$ cat config.mk
export PLATFORM = sky130hd
export DESIGN_NAME = edge_pulse_generator
export DESIGN_NICKNAME = d
export VERILOG_FILES = /design/src/rtl/edge_pulse_generator.sv
export SDC_FILE = /design/constraint.sdc
export NUM_CORES = 1
export LEC_CHECK = 0
export CAP_MARGIN = 20
export CELL_PAD_IN_SITES_DETAIL_PLACEMENT = 0
export CELL_PAD_IN_SITES_GLOBAL_PLACEMENT = 1
export CORE_AREA = 10 10 47 49
export CTS_CLUSTER_DIAMETER = 200
export DETAILED_ROUTE_END_ITERATION = 8
export DIE_AREA = 0 0 57 59
export PLACE_DENSITY_LB_ADDON = 0.1
export SYNTH_ARGS = -nofsm -noshare
export SYNTH_HDL_FRONTEND = slang
export SYNTH_SLANG_ARGS = --single-unit
$ cat constraint.sdc
create_clock -name clk -period 2 [get_ports clk]
set_input_delay 0.4 -clock clk [delete_from_list [all_inputs] [get_ports clk]]
set_output_delay 0.4 -clock clk [all_outputs]
set_load 0.01 [all_outputs]
$ cat src/rtl/edge_pulse_generator.sv
// Level-to-pulse converter: optional input synchroniser, selectable edge
// detection and a registered pulse of programmable width with optional retrigger.
module edge_pulse_generator #(
    parameter int SYNC_STAGES = 2,
    parameter int PULSE_WIDTH = 1,
    parameter int EDGE_MODE   = 0,
    parameter int RETRIGGER   = 0
) (
    input  logic clk,
    input  logic rst,
    input  logic input_signal,
    output logic pulse
);

    typedef enum logic [1:0] {
        EDGE_RISE = 2'd0,
        EDGE_FALL = 2'd1,
        EDGE_BOTH = 2'd2
    } edge_mode_e;

    localparam int         WIDTH   = (PULSE_WIDTH < 1) ? 1 : PULSE_WIDTH;
    localparam int         CNT_W   = $clog2(WIDTH + 1);
    localparam logic [CNT_W-1:0] RELOAD = CNT_W'(WIDTH - 1);
    localparam edge_mode_e MODE    = edge_mode_e'(EDGE_MODE[1:0]);
    localparam bit         RETRIG  = (RETRIGGER != 0);

    logic             s;
    logic             prev;
    logic             rise;
    logic             fall;
    logic             edge_hit;
    logic [CNT_W-1:0] cnt;

    generate
        if (SYNC_STAGES > 0) begin : g_sync
            logic [SYNC_STAGES-1:0] sync;

            // NOTE: non-blocking assignments let every stage sample the value its
            // predecessor held before this edge, so the chain shifts by one flop.
            always_ff @(posedge clk) begin
                if (rst) begin
                    sync <= '0;
                end else begin
                    sync[0] <= input_signal;
                    for (int i = 1; i < SYNC_STAGES; i++) begin
                        sync[i] <= sync[i-1];
                    end
                end
            end

            assign s = sync[SYNC_STAGES-1];
        end else begin : g_bypass
            assign s = input_signal;
        end
    endgenerate

    always_comb begin
        rise     = s & ~prev;
        fall     = ~s & prev;
        edge_hit = rise;
        case (MODE)
            EDGE_FALL: edge_hit = fall;
            EDGE_BOTH: edge_hit = rise | fall;
            default:   edge_hit = rise;
        endcase
    end

    // An edge is accepted when idle, or at any time when retriggering is enabled;
    // the counter holds the number of extra high cycles still owed.
    always_ff @(posedge clk) begin
        if (rst) begin
            prev  <= 1'b0;
            cnt   <= '0;
            pulse <= 1'b0;
        end else begin
            prev <= s;
            if (edge_hit && (!pulse || RETRIG)) begin
                pulse <= 1'b1;
                cnt   <= RELOAD;
            end else if (cnt != '0) begin
                cnt <= cnt - 1'b1;
            end else begin
                pulse <= 1'b0;
            end
        end
    end

endmodule

==> flow_metrics.py <==
metrics = {
    "run_status": {
        "status": "finished clean",
    },
    "power": {
        "worst_vdd_rail_ir_drop_mv": 0.2380,
        "power.density_nw_per_um2": 1066,
        "p_leak_nw": 0.08149,
    },
    "sta": {
        "setup_viol": 0,
        "max_freq_mhz": 652.6,
        "min_period_over_period": 0.7661,
        "final_hold_viol_count": 0,
        "period_minus_slack_ns": 1.532,
        "clock_skew_ns": 0.00006550,
        "layout_setup_ws_ns": 0.4677,
        "final-max-slew-violation-count": 0,
        "unrepaired_setup_endpoints_after_global_routing": "no",
        "setup_tns_ns": 0,
    },
    "cells_and_area": {
        "num_antenna_cells": 0,
        "ratio_of_cells_with_drive_above_1_in_the_final_layout": 0.1579,
        "design.final.nets": 23,
        "area.growth.synth_to_final_pct": 54.47,
    },
    "critical_path": {
        "cpPeakStageDelay_ns": 0.55,
        "critical_path.endpoint_type": "output port",
        "path_max_fanout": 3,
        "critical_path.top_delay_family": "buffers and inverters",
        "critical_path_arrival_ns": 1.13,
        "critPathSlowestCell": "clkdlybuf4s50_1",
        "timing.critical_path.required_ns": 1.60,
        "critical_path.cell_chain": "clkdlybuf4s50_1",
        "critical_path_buf_inv_count": 1,
        "critPathLaunchType": "flop",
        "setup.worst_path.class": "flop to output port",
    },
    "detailed_routing": {
        "drt_wl_total_um": 238,
        "drt_first_iter_violations": 0,
        "antenna_violating_nets_post_route": 0,
        "num_vias": 97,
        "detail_route.drc_violations": 0,
        "post_drt_wl_per_cell_um": 6.800,
        "vias_per_cell": 2.771,
        "drt_pre_antenna_iters": 1,
    },
    "grt": {
        "gr-usage-all-layers": 0.01940,
        "first_global_vias": 116,
        "wire_length_of_the_first_global_routing_pass_um": 407,
        "final_global_route_overflow_total": 0,
        "grt_max_degree": 5,
        "grt_antenna_before_repair": 0,
    },
    "logic_synthesis": {
        "synthFlopType": "dfxtp_1",
        "most_frequently_used_cell_type_in_the_post_synthesis_netlist": "dfxtp_1",
        "post_synthesis_area_per_instance_sq_um": 11.68,
        "synth_fp_nets": 15,
        "ys_seq_area_frac": 0.7143,
        "synthArstFlopShare": 0,
        "synthesis.instances": 12,
        "synth_cell_type_count": 6,
        "yosys_register_bits": 5,
        "netlist_top_cells_count": "dfxtp_1 (5), nor2b_1 (3)",
        "synth.top_cell.area_share": 0.7143,
        "syn_area_sq_um": 140.1,
        "synth_warnings": 0,
        "synth_enable_flop_cells": 0,
        "synth_top_cells_by_area": "dfxtp_1 (71%), nor2b_1 (13%), or3b_1 (6.3%)",
        "synthDominantAreaCellType": "dfxtp_1",
    },
    "worst_hold_path": {
        "hold_path_class": "flop to flop",
    },
    "clocking": {
        "cts.sinks": 5,
        "cts-htree-levels": 1,
        "worst_skew_pair.late_latency_ns": 0.24,
        "cts.repair.resized": 0,
        "cts_max_path_buffers": 2,
        "clk_root_buffer_cell": "clkbuf_4",
        "cts_hold_repair.buffers": 0,
        "cts_buffers": 3,
        "clkTransAtPathRegs_ns": 0.04,
        "tritoncts": "built",
        "cts_setup_buffers": 0,
    },
    "placement": {
        "io_buffer_count": 3,
        "pre_cts_ws_ns": 0.7110,
        "hpwlAfterDp_um": 182.9,
        "gp_congestion": 0.5271,
    },
    "floorplan": {
        "die-height_um": 59,
        "num_rows": 14,
        "core_sq_um": 1401,
        "die_x_um": 57,
        "die_area_sq_um": 3363,
        "ioPinCount": 4,
        "floorplan.initialDensity": 0.1000,
    },
    "flow_run": {
        "maxCapViolations": 0,
    },
}
==> cell type report <==
class / count / area, sq um
well taps: 16 / 20.02
fillers: 174 / 1185
flip-flops and latches: 5 / 100.1
clock buffers: 4 / 26.28
repair buffers: 3 / 30.03
multi-input cells: 7 / 40.04
==> layout by cell type, fill, tap and decap left out <==
| cell | netlist | final |
|---|---|---|
| a21oi_1 | 1 | 1 |
| clkbuf_1 | 0 | 1 |
| clkbuf_4 | 0 | 3 |
| clkdlybuf4s50_1 | 0 | 3 |
| conb_1 | 1 | 1 |
| dfxtp_1 | 5 | 5 |
| nand2_1 | 1 | 1 |
| nor2b_1 | 3 | 3 |
| or3b_1 | 1 | 1 |
==> registers in the layout (all words and copies together) (netlist names) <==
name	flops
g_sync.sync	2
prev	1
cnt	1
pulse	1
==> through the flow <==
step,power [mW],std cells,utilization,area [sq um],hold WS [ns]
2_1_floorplan,0.1104,12,-,140.1,0.4138
3_3_place_gp,0.1173,31,0.1357,190.2,0.4204
3_5_place_dp,0.1173,31,0.1357,190.2,0.4387
4_1_cts,0.2366,35,0.1545,216.5,0.4486
5_1_grt,0.2420,35,0.1545,216.5,0.4608
6_report,0.2308,35,0.1545,216.5,0.4426
==> logic make-up (layout without fill, tap and decap cells) <==
| kind of cell | after synthesis | in the layout | synth area share |
|---|---|---|---|
| and+or+nand+nor | 5 | 5 | 0.2232 |
| other | 1 | 1 | 0.02676 |
| AOI/OAI and AO/OA | 1 | 1 | 0.03568 |
| buffers and inverters | 0 | 7 | 0 |
| DFF | 5 | 5 | 0.7143 |
==> power by group <==
part           leakage (nW)  internal [mW]  total, mW  switching [mW]
logic                0.0252        0.00669    0.00966         0.00297
clock network        0.0150         0.0754      0.115          0.0401
registers            0.0413          0.104      0.106         0.00138
==> layer usage <==
metal	GRT usage	up-vias	wire length, um
met1	0.01417	44	116
li1	-	49	-
met3	0.01288	0	22
met4	0.05034	0	0
met5	0	-	0
met2	0.01860	4	100
==> path summary, 6_finish.rpt <==
check              from     to  slack (ns)  cells after the start
setup / recovery  pulse  pulse        0.47                      1
hold / removal      cnt  pulse        0.44                      2
setup reg to reg  pulse  pulse        1.12                      2
hold reg to reg     cnt  pulse        0.44                      2
(Power assumes the default switching activity.)
